`config.mk`:
```
export PLATFORM = sky130hd
export DESIGN_NAME = r_inst_sequencer_flat
export DESIGN_NICKNAME = d
export VERILOG_FILES = /design/src/rtl/r_inst_sequencer_if.sv /design/src/rtl/r_inst_sequencer.sv /design/src/flat_wrapper.sv
export SDC_FILE = /design/constraint.sdc
export NUM_CORES = 1
export LEC_CHECK = 0
export CAP_MARGIN = 20
export CORE_MARGIN = 5
export CORE_UTILIZATION = 35
export DETAILED_ROUTE_END_ITERATION = 10
export PLACE_DENSITY = 0.67
export SLEW_MARGIN = 20
export SYNTH_ARGS = -nofsm -noshare
export SYNTH_HDL_FRONTEND = slang
export SYNTH_SLANG_ARGS = --single-unit
```
`constraint.sdc`:
```
create_clock -name CLK -period 2.2 [get_ports CLK]
set_clock_uncertainty 0.05 [all_clocks]
set_input_delay 0.22 -clock CLK [delete_from_list [all_inputs] [get_ports CLK]]
set_output_delay 0.22 -clock CLK [all_outputs]
set_load 0.01 [all_outputs]
```
`src/rtl/r_inst_sequencer_if.sv`:
```
// Sequencer <-> datapath bundle.
// master: the sequencer (drives PC, regfile addresses/enable, ALU op, status).
// slave : the CPU/datapath side (drives RUN/STEP, ROM word and ALU flags).
// Ports : RUN, STEP, INST, ALU_ZF, ALU_OF in; PC, RA, RB, WA, WE, ALU_OP, IR,
//         BUSY, HALTED, ILLEGAL, ZF_Q, OF_Q, RETIRED out (from the master view).
interface r_inst_sequencer_if #(
  parameter int unsigned PC_W  = 8,
  parameter int unsigned CNT_W = 16
);
  logic             RUN;
  logic             STEP;
  logic [31:0]      INST;
  logic             ALU_ZF;
  logic             ALU_OF;
  logic [PC_W-1:0]  PC;
  logic [4:0]       RA;
  logic [4:0]       RB;
  logic [4:0]       WA;
  logic             WE;
  logic [2:0]       ALU_OP;
  logic [31:0]      IR;
  logic             BUSY;
  logic             HALTED;
  logic             ILLEGAL;
  logic             ZF_Q;
  logic             OF_Q;
  logic [CNT_W-1:0] RETIRED;

  modport master (
    input  RUN, STEP, INST, ALU_ZF, ALU_OF,
    output PC, RA, RB, WA, WE, ALU_OP, IR, BUSY, HALTED, ILLEGAL, ZF_Q, OF_Q, RETIRED
  );

  modport slave (
    output RUN, STEP, INST, ALU_ZF, ALU_OF,
    input  PC, RA, RB, WA, WE, ALU_OP, IR, BUSY, HALTED, ILLEGAL, ZF_Q, OF_Q, RETIRED
  );
endinterface

```
`src/rtl/r_inst_sequencer.sv`:
```
// Multi-cycle FETCH/DECODE/EXEC/WB control FSM for the R-type datapath.
// Ports: CLK, RST (synchronous, active-high), bus (r_inst_sequencer_if.master).
// Optional macro OF_TRAP_EN: ADD/SUB overflow suppresses writeback and
// retirement and halts with PC on the trapping instruction.
module r_inst_sequencer #(
  parameter int unsigned PC_W     = 8,
  parameter int unsigned PROG_LEN = 16,
  parameter int unsigned CNT_W    = 16
) (
  input logic                CLK,
  input logic                RST,
  r_inst_sequencer_if.master bus
);

  localparam logic [PC_W-1:0] LAST_PC = PC_W'(PROG_LEN - 1);

  typedef enum logic [2:0] {
    S_IDLE, S_FETCH, S_DECODE, S_EXEC, S_WB, S_HALT
  } state_t;

  state_t           state_q, state_d;
  logic [PC_W-1:0]  pc_q, pc_d;
  logic [4:0]       ra_q, ra_d, rb_q, rb_d, wa_q, wa_d;
  logic             we_q, we_d;
  logic [2:0]       op_q, op_d;
  logic [31:0]      ir_q, ir_d;
  logic             busy_q, busy_d, halted_q, halted_d;
  logic             ill_q, ill_d, zf_q, zf_d, of_q, of_d;
  logic [CNT_W-1:0] ret_q, ret_d;
  logic             wb_ok_q, wb_ok_d;   // writeback allowed for the current instruction
  logic             dec_legal, dec_nop;
  logic [2:0]       dec_op;
`ifdef OF_TRAP_EN
  logic             arith_q, arith_d;   // current instruction is ADD or SUB
  logic             dec_arith;
`endif

  // Instruction decode from the latched IR
  always_comb begin
    dec_legal = 1'b1;
    dec_nop   = 1'b0;
    dec_op    = op_q;
`ifdef OF_TRAP_EN
    dec_arith = 1'b0;
`endif
    if (ir_q == 32'd0) begin
      dec_nop = 1'b1;
      dec_op  = 3'b000;
    end else if (ir_q[31:26] != 6'd0) begin
      dec_legal = 1'b0;
    end else begin
      unique case (ir_q[5:0])
        6'b100100: dec_op = 3'b000;
        6'b100101: dec_op = 3'b001;
        6'b100000: dec_op = 3'b010;
        6'b100110: dec_op = 3'b011;
        6'b100111: dec_op = 3'b100;
        6'b000010: dec_op = 3'b101;
        6'b100010: dec_op = 3'b110;
        6'b101010: dec_op = 3'b111;
        default:   dec_legal = 1'b0;
      endcase
`ifdef OF_TRAP_EN
      dec_arith = dec_legal && (ir_q[5:0] == 6'b100000 || ir_q[5:0] == 6'b100010);
`endif
    end
  end

  // Next-state and next-output logic
  always_comb begin
    state_d = state_q;
    pc_d    = pc_q;
    ra_d    = ra_q;
    rb_d    = rb_q;
    wa_d    = wa_q;
    we_d    = 1'b0;
    op_d    = op_q;
    ir_d    = ir_q;
    ill_d   = ill_q;
    zf_d    = zf_q;
    of_d    = of_q;
    ret_d   = ret_q;
    wb_ok_d = wb_ok_q;
`ifdef OF_TRAP_EN
    arith_d = arith_q;
`endif
    unique case (state_q)
      S_IDLE: begin
        if (bus.RUN || bus.STEP) state_d = S_FETCH;
      end
      S_FETCH: begin
        // Address fields are loaded alongside IR so they are valid throughout DECODE
        ir_d    = bus.INST;
        ra_d    = bus.INST[25:21];
        rb_d    = bus.INST[20:16];
        wa_d    = bus.INST[15:11];
        state_d = S_DECODE;
      end
      S_DECODE: begin
        op_d    = dec_op;
        ill_d   = ill_q | ~dec_legal;
        wb_ok_d = dec_legal && !dec_nop && (wa_q != 5'd0);
`ifdef OF_TRAP_EN
        arith_d = dec_arith;
`endif
        state_d = S_EXEC;
      end
      S_EXEC: begin
        zf_d    = bus.ALU_ZF;
        of_d    = bus.ALU_OF;
        we_d    = wb_ok_q;
`ifdef OF_TRAP_EN
        // OF_Q is being sampled on this same edge, so use the live flag
        if (arith_q && bus.ALU_OF) we_d = 1'b0;
`endif
        state_d = S_WB;
      end
      S_WB: begin
`ifdef OF_TRAP_EN
        if (arith_q && of_q) begin
          state_d = S_HALT;
        end else
`endif
        begin
          ret_d = ret_q + CNT_W'(1);
          if (pc_q == LAST_PC) begin
            state_d = S_HALT;
          end else begin
            pc_d    = pc_q + PC_W'(1);
            state_d = bus.RUN ? S_FETCH : S_IDLE;
          end
        end
      end
      S_HALT: state_d = S_HALT;
      default: state_d = S_IDLE;
    endcase
    busy_d   = (state_d != S_IDLE) && (state_d != S_HALT);
    halted_d = (state_d == S_HALT);
  end

  // State register
  always_ff @(posedge CLK) begin
    if (RST) state_q <= S_IDLE;
    else     state_q <= state_d;
  end

  // Output and datapath-control registers
  always_ff @(posedge CLK) begin
    if (RST) begin
      pc_q     <= '0;
      ra_q     <= '0;
      rb_q     <= '0;
      wa_q     <= '0;
      we_q     <= 1'b0;
      op_q     <= '0;
      ir_q     <= '0;
      busy_q   <= 1'b0;
      halted_q <= 1'b0;
      ill_q    <= 1'b0;
      zf_q     <= 1'b0;
      of_q     <= 1'b0;
      ret_q    <= '0;
      wb_ok_q  <= 1'b0;
`ifdef OF_TRAP_EN
      arith_q  <= 1'b0;
`endif
    end else begin
      pc_q     <= pc_d;
      ra_q     <= ra_d;
      rb_q     <= rb_d;
      wa_q     <= wa_d;
      we_q     <= we_d;
      op_q     <= op_d;
      ir_q     <= ir_d;
      busy_q   <= busy_d;
      halted_q <= halted_d;
      ill_q    <= ill_d;
      zf_q     <= zf_d;
      of_q     <= of_d;
      ret_q    <= ret_d;
      wb_ok_q  <= wb_ok_d;
`ifdef OF_TRAP_EN
      arith_q  <= arith_d;
`endif
    end
  end

  assign bus.PC      = pc_q;
  assign bus.RA      = ra_q;
  assign bus.RB      = rb_q;
  assign bus.WA      = wa_q;
  assign bus.WE      = we_q;
  assign bus.ALU_OP  = op_q;
  assign bus.IR      = ir_q;
  assign bus.BUSY    = busy_q;
  assign bus.HALTED  = halted_q;
  assign bus.ILLEGAL = ill_q;
  assign bus.ZF_Q    = zf_q;
  assign bus.OF_Q    = of_q;
  assign bus.RETIRED = ret_q;

endmodule

```
`src/flat_wrapper.sv`:
```
// flat-port wrapper written by rule: the top's interface ports become plain ports
module r_inst_sequencer_flat 
#(
  parameter int unsigned PC_W     = 8,
  parameter int unsigned PROG_LEN = 16,
  parameter int unsigned CNT_W    = 16
)
  (CLK, RST, bus_RUN, bus_STEP, bus_INST, bus_ALU_ZF, bus_ALU_OF, bus_PC, bus_RA, bus_RB, bus_WA, bus_WE, bus_ALU_OP, bus_IR, bus_BUSY, bus_HALTED, bus_ILLEGAL, bus_ZF_Q, bus_OF_Q, bus_RETIRED);
  r_inst_sequencer_if #(.PC_W(PC_W), .CNT_W(CNT_W)) bus_i ();
  input logic CLK;
  input logic RST;
  input wire logic [$bits(bus_i.RUN)-1:0] bus_RUN;
  input wire logic [$bits(bus_i.STEP)-1:0] bus_STEP;
  input wire logic [$bits(bus_i.INST)-1:0] bus_INST;
  input wire logic [$bits(bus_i.ALU_ZF)-1:0] bus_ALU_ZF;
  input wire logic [$bits(bus_i.ALU_OF)-1:0] bus_ALU_OF;
  output wire logic [$bits(bus_i.PC)-1:0] bus_PC;
  output wire logic [$bits(bus_i.RA)-1:0] bus_RA;
  output wire logic [$bits(bus_i.RB)-1:0] bus_RB;
  output wire logic [$bits(bus_i.WA)-1:0] bus_WA;
  output wire logic [$bits(bus_i.WE)-1:0] bus_WE;
  output wire logic [$bits(bus_i.ALU_OP)-1:0] bus_ALU_OP;
  output wire logic [$bits(bus_i.IR)-1:0] bus_IR;
  output wire logic [$bits(bus_i.BUSY)-1:0] bus_BUSY;
  output wire logic [$bits(bus_i.HALTED)-1:0] bus_HALTED;
  output wire logic [$bits(bus_i.ILLEGAL)-1:0] bus_ILLEGAL;
  output wire logic [$bits(bus_i.ZF_Q)-1:0] bus_ZF_Q;
  output wire logic [$bits(bus_i.OF_Q)-1:0] bus_OF_Q;
  output wire logic [$bits(bus_i.RETIRED)-1:0] bus_RETIRED;
  assign bus_i.RUN = bus_RUN;
  assign bus_i.STEP = bus_STEP;
  assign bus_i.INST = bus_INST;
  assign bus_i.ALU_ZF = bus_ALU_ZF;
  assign bus_i.ALU_OF = bus_ALU_OF;
  assign bus_PC = bus_i.PC;
  assign bus_RA = bus_i.RA;
  assign bus_RB = bus_i.RB;
  assign bus_WA = bus_i.WA;
  assign bus_WE = bus_i.WE;
  assign bus_ALU_OP = bus_i.ALU_OP;
  assign bus_IR = bus_i.IR;
  assign bus_BUSY = bus_i.BUSY;
  assign bus_HALTED = bus_i.HALTED;
  assign bus_ILLEGAL = bus_i.ILLEGAL;
  assign bus_ZF_Q = bus_i.ZF_Q;
  assign bus_OF_Q = bus_i.OF_Q;
  assign bus_RETIRED = bus_i.RETIRED;
  r_inst_sequencer #(.PC_W(PC_W), .PROG_LEN(PROG_LEN), .CNT_W(CNT_W)) u_core (.CLK(CLK), .RST(RST), .bus(bus_i));
endmodule
```
==> flow_metrics.env, run 1 <==
export IMPL_floorplan_io_pins=118
export IMPL_gpl_final_weighted_congestion=0.753
export IMPL_die_x_um=102
export IMPL_synth_area_in_adders=0.0117
export IMPL_timing_critical_path_to_type="flip-flop"
export IMPL_run_status="finished clean"
export IMPL_clk_insertion_delay_late_ns=0.32
export IMPL_timing_fmax_mhz=517
export IMPL_synthDistinctLibCells=39
export IMPL_final_hold_worst_slack_ns=0.283
export IMPL_multiInputGateArea_um2=1410
export IMPL_nets=506
export IMPL_static_leakage_power_nw=1.54
export IMPL_synthFlopType="dfxtp_1"
export IMPL_ys_warn_count=0
export IMPL_critPathTopFamily="simple AND/OR/NAND/NOR gates"
export IMPL_grt_ovfl_total=0
export IMPL_part_of_the_yosys_area_used_for_sequential_elements=0.462
export IMPL_synth_top_family_by_area="simple AND/OR/NAND/NOR gates"
export IMPL_cp_buffers_inverters=1
export IMPL_mappedNetlistNets=406
export IMPL_worst_path_max_fanout=8
export IMPL_insertedDiodeCount=0
export IMPL_filler_cell_count=796
export IMPL_viasPerCell=4.85
export IMPL_detail_route_iter0_violations=92
export IMPL_clk_pin_slew_ns=0.07
export IMPL_period_needed_ns=1.94
export IMPL_fp_row_count=33
export IMPL_floorplan_die_height_um=102
export IMPL_layout_area_overhead_vs_synth_pct=45.2
export IMPL_clock_tree_buffer_depth=2
export IMPL_initial_core_utilization=0.362
export IMPL_critical_path_slowest_cell="or4_1"
export IMPL_slew_viol_final=0
export IMPL_design_power_total_mw=2.87
export IMPL_post_route_worst_setup_slack_ns=0.265
export IMPL_worst_slew_pin_slew_ns=0.686
export IMPL_timing_critical_path_cells="inv_1 -> a2111oi_0 -> nor2_1 -> or4_1 -> a21oi_1"
export IMPL_worstSetupPathType="flip-flop to flip-flop"
export IMPL_post_cts_setup_buffer_count=0
export IMPL_synth_area_per_cell_um2=8.16
export IMPL_grt_util_all_layers=0.152
export IMPL_synth_simple_gate_area_share=0.301
export IMPL_tritoncts_clock_tree="built"
export IMPL_post_dp_hpwl_um=5830
export IMPL_routed_via_count=2790
export IMPL_cts_buffers_inserted=9
export IMPL_irDropWorstVdd_v=0.000261
export IMPL_synth_xor_area_share=0.0557
export IMPL_htreeDepth=3
export IMPL_post_drt_wl_per_cell_um=13.8
export IMPL_wire_length_of_the_first_global_routing_pass_um=12800
export IMPL_cell_area_power_density_nw_per_um2=662
export IMPL_ys_ff_latch=69
export IMPL_post_route_cell_area_um2=4340
export IMPL_synthesis_area_um2=2990
export IMPL_required_ns=2.40
export IMPL_min_period_over_period=0.880
export IMPL_portBuffers=117
export IMPL_ctsRootBufferMaster="clkbuf_8"
export IMPL_grt_setup_unrepaired="false"
export IMPL_number_of_optimization_iterations_in_the_first_detailed_route_pass=4
export IMPL_final_hold_violation_count=0
export IMPL_post_cts_resize_count=0
export IMPL_slew_headroom=0.543
export IMPL_clock_sinks=69
export IMPL_worst_setup_path_start_kind="flip-flop"
export IMPL_asr_flop_ratio_synth=0
export IMPL_yosys_mux_area_fraction=0.0101
export IMPL_syn_inst=366
export IMPL_cp_arrival_ns=2.14
export IMPL_synth_edff_count=0
export IMPL_fraction_of_final_layout_cells_sized_beyond_drive_strength_1=0.0511
export IMPL_antenna_found_initial=0
export IMPL_slowest_delay_ns=0.53
export IMPL_final_antenna_net_count=0
export IMPL_detail_route_drc_violations=0
export IMPL_worst_hold_path_type="input port to flip-flop"
export IMPL_synth_compound_area_share=0.0905
export IMPL_setup_violations_final=0
export IMPL_die_area_um2=10500
export IMPL_fin_setup_tns_ns=0
export IMPL_finalWirelength_um=7910
export IMPL_seq_area_um2=1380
export IMPL_cts_hold_buf=0
export IMPL_grt_max_degree=34
export IMPL_placedInstanceArea_um2=4150
export IMPL_post_place_ws_ns=0.343
export IMPL_core_um2=8260
export IMPL_first_global_vias=2646
export IMPL_maximum_capacitance_violations=0
==> final timing paths <==
check | start | to | slack (ns) | cells after the start
max | u_core.bus.IR[2] | u_core.wb_ok_q | 0.26 | 5
min | RST | u_core.bus.RETIRED[6] | 0.28 | 2
max reg2reg | u_core.bus.IR[2] | u_core.wb_ok_q | 0.26 | 5
min reg2reg | u_core.wb_ok_q | u_core.wb_ok_q | 0.41 | 2
==> layout make-up <==
type                       instances  share of cell area
clock buffer                      14              0.0375
clock inverter                     1             0.00692
tap                              105              0.0303
sequential                        69               0.318
inverter                           4             0.00346
timing repair buffer             123               0.279
multi-input combinational        259               0.324
==> layer usage <==
metal | part of all wire | routed length [um] | track usage | vias up
met5 | 0 | 0 | 0 | -
met4 | 0.019 | 150 | 0.0616 | 0
met3 | 0.050 | 394 | 0.0410 | 10
met2 | 0.49 | 3880 | 0.238 | 79
met1 | 0.44 | 3490 | 0.199 | 1274
li1 | - | - | - | 1427
==> cell usage in the layout (no fill, tap or decap), drive strengths merged, types with 2 or more instances in the layout <==
cell type / count
nand4: 7
inv: 4
nor2b: 6
xnor2: 8
nor2: 34
nand3b: 3
or4: 7
ha: 2
a21oi: 39
o21ai: 7
buf: 7
nand3: 11
nand4b: 2
nand2: 78
xor2: 11
clkdlybuf4s50: 116
nor3: 7
or3: 4
nor3b: 3
clkbuf: 14
nor4: 9
and4: 4
mux2i: 3
and3: 2
dfxtp: 69
==> flip-flops by register name (all words and copies together) (netlist names), 3 cells and up <==
name and count:
u_core.bus.PC 8, u_core.bus.RA 4, u_core.bus.IR 20, u_core.bus.RB 4, u_core.bus.WA 4, u_core.bus.ALU_OP 3, u_core.state_q 3, u_core.bus.RETIRED 16
==> Yosys cell counts (2+ instances only) <==
library cell	count	share of area
nor2_1	34	0.043
nor4_1	9	0.019
a21oi_1	39	0.065
inv_1	4	0.0050
buf_2	2	0.0034
nor2b_1	6	0.013
and3_1	2	0.0042
nand3b_1	3	0.0075
nand2_1	78	0.098
or3_1	3	0.0063
xor2_1	11	0.032
mux2i_1	3	0.010
buf_4	16	0.040
o21ai_0	7	0.012
nor3b_1	2	0.0050
and4_1	4	0.012
ha_1	2	0.0084
nor3_1	7	0.012
nand4_1	7	0.015
nand3_1	11	0.018
dfxtp_1	69	0.46
clkbuf_1	16	0.020
or4_1	7	0.018
xnor2_1	8	0.023
nand4b_1	2	0.0059
==> kinds of logic after synthesis <==
logic type,Yosys count
AND/OR/NAND/NOR,183
flip-flops,69
AO/OA/AOI/OAI,51
buffers and inverters,38
XOR/XNOR,19
multiplexers,3
adder cells (fa/ha/maj),3
==> metrics by stage <==
stage               cells  utilization
floorplan             366            -
global placement      560        0.502
detailed placement    560        0.502
CTS                   575        0.525
global route          575        0.525
finish                575        0.525
==> power breakdown <==
group	total (mW)	leakage [nW]	internal (mW)	switching (mW)
combinational	0.489	0.885	0.259	0.229
sequential	1.38	0.560	1.31	0.0679
clock	1.01	0.0968	0.582	0.426
Note: power is estimated with default switching activity, not from simulation.
==> inputs of run 2 (changes only) <==
- CTS_BUF_LIST: not set -> sky130_fd_sc_hd__clkbuf_8
==> run 2 against run 1 <==
  * Die area stayed put
  * Hold slack better by 0.0014 ns
  * Register-to-register slack hardly changed
  * Core utilization stayed put
  * Cell area stayed put
  * Sequential cell count stayed put
  * First-iteration DRC count is 2.2% higher
  * Sequential share of layout area stayed put
  * Largest cell class unchanged
==> flow_metrics.env, run 2 (synthesis gave the netlist of run 1 again) <==
export IMPL_run_status="finished clean"
export IMPL_static_leakage_power_nw=1.55
export IMPL_clock_sinks=69
export IMPL_post_place_ws_ns=0.343
export IMPL_required_ns=2.40
export IMPL_maximum_capacitance_violations=0
export IMPL_routed_via_count=2788
export IMPL_worst_setup_path_start_kind="flip-flop"
export IMPL_floorplan_io_pins=118
export IMPL_fp_row_count=33
export IMPL_insertedDiodeCount=0
export IMPL_min_period_over_period=0.879
export IMPL_number_of_optimization_iterations_in_the_first_detailed_route_pass=4
export IMPL_detail_route_iter0_violations=94
export IMPL_die_area_um2=10500
export IMPL_final_hold_violation_count=0
export IMPL_final_antenna_net_count=0
export IMPL_fin_setup_tns_ns=0
export IMPL_slew_headroom=0.542
export IMPL_period_needed_ns=1.93
export IMPL_fraction_of_final_layout_cells_sized_beyond_drive_strength_1=0.0511
export IMPL_finalWirelength_um=7930
export IMPL_antenna_found_initial=0
export IMPL_nets=506
export IMPL_gpl_final_weighted_congestion=0.753
export IMPL_core_um2=8260
export IMPL_clk_insertion_delay_late_ns=0.32
export IMPL_clk_pin_slew_ns=0.07
export IMPL_worstSetupPathType="flip-flop to flip-flop"
export IMPL_irDropWorstVdd_v=0.000261
export IMPL_min_delay_path_depth=2
export IMPL_final_core_area_utilization=0.525
export IMPL_ctsRootBufferMaster="clkbuf_8"
export IMPL_grt_ovfl_total=0
export IMPL_filler_cell_count=796
export IMPL_worst_slew_pin_slew_ns=0.687
export IMPL_post_cts_resize_count=0
export IMPL_placedInstanceArea_um2=4150
export IMPL_clock_tree_buffer_depth=2
export IMPL_tritoncts_clock_tree="built"
export IMPL_die_x_um=102
export IMPL_first_global_vias=2646
export IMPL_grt_util_all_layers=0.152
export IMPL_grt_max_degree=34
export IMPL_wire_length_of_the_first_global_routing_pass_um=12800
export IMPL_timing_fmax_mhz=517
export IMPL_floorplan_die_height_um=102
export IMPL_post_cts_setup_buffer_count=0
export IMPL_largest_register_ffs=20
export IMPL_post_drt_wl_per_cell_um=13.8
export IMPL_htreeDepth=3
export IMPL_cell_area_power_density_nw_per_um2=659
export IMPL_initial_core_utilization=0.362
export IMPL_r2r_worst_path_depth=5
export IMPL_viasPerCell=4.85
export IMPL_setup_violations_final=0
export IMPL_worst_path_max_fanout=8
export IMPL_layout_area_overhead_vs_synth_pct=45.2
export IMPL_post_route_worst_setup_slack_ns=0.266
export IMPL_detail_route_drc_violations=0
export IMPL_cts_hold_buf=0
export IMPL_grt_setup_unrepaired="false"
export IMPL_portBuffers=117
export IMPL_most_frequent_standard_cell_in_the_layout_excluding_fill_and_tap_cells="clkdlybuf4s50_1"
export IMPL_cp_arrival_ns=2.14
export IMPL_worst_hold_path_type="input port to flip-flop"
export IMPL_final_cell_mix="clkdlybuf4s50_1 (116), nand2_1 (78), dfxtp_1 (69), a21oi_1 (39), nor2_1 (34)"
export IMPL_post_route_cell_area_um2=4340
export IMPL_post_dp_hpwl_um=5830
export IMPL_slew_viol_final=0
export IMPL_timing_critical_path_to_type="flip-flop"
export IMPL_cts_buffers_inserted=9
## run 2: cell count changes in the layout (fill, tap and decap cells not counted)
| cell | delta |
|---|---|
| inv_1 | +3 |
| clkbuf_1 | -3 |
## run 2: where the power goes
part | internal (mW) | switching (mW)
combinational | 0.259 | 0.229
clock | 0.568 | 0.427
sequential | 1.31 | 0.0680
total | 2.14 | 0.724
## run 2: worst max-delay path: stages (launching register included)
cell and delay [ns]:
dfxtp_1 0.47, inv_1 0.06, a2111oi_0 0.42, nor2_1 0.19, or4_1 0.53, a21oi_1 0.14
## run 2: area by class of cell
class                   instances  area, um2  share of cell area
flip-flops and latches         69       1380               0.318
repair buffers                123       1210               0.279
multi-input cells             259       1410               0.324
inverters                       4       15.0             0.00346
well taps                     105        131              0.0303
clock inverters                 4       41.3             0.00952
clock buffers                  11        151              0.0349
## run 2: path summary, 6_finish.rpt
| check | startpoint | to | slack (ns) |
|---|---|---|---|
| min reg2reg | u_core.wb_ok_q | u_core.wb_ok_q | 0.41 |
| max reg2reg | u_core.bus.IR[2] | u_core.wb_ok_q | 0.27 |
| max | u_core.bus.IR[2] | u_core.wb_ok_q | 0.27 |
| min | RST | u_core.bus.RETIRED[6] | 0.28 |
## run 2: per-stage QoR
step | hold slack (ns) | std cells | power (mW)
6_report | 0.285 | 575 | 2.86
5_1_grt | 0.310 | 575 | 3.00
4_1_cts | 0.277 | 575 | 2.89
3_5_place_dp | 0.397 | 560 | 1.90
3_3_place_gp | 0.392 | 560 | 1.89
2_1_floorplan | 0.306 | 366 | 1.65
## run 2: layer usage
layer / vias to the layer above / wire [um] / track usage
met5: - / 0 / 0
met4: 0 / 150 / 0.0616
met3: 10 / 388 / 0.0410
met2: 75 / 3870 / 0.238
met1: 1275 / 3520 / 0.199
li1: 1428 / - / -
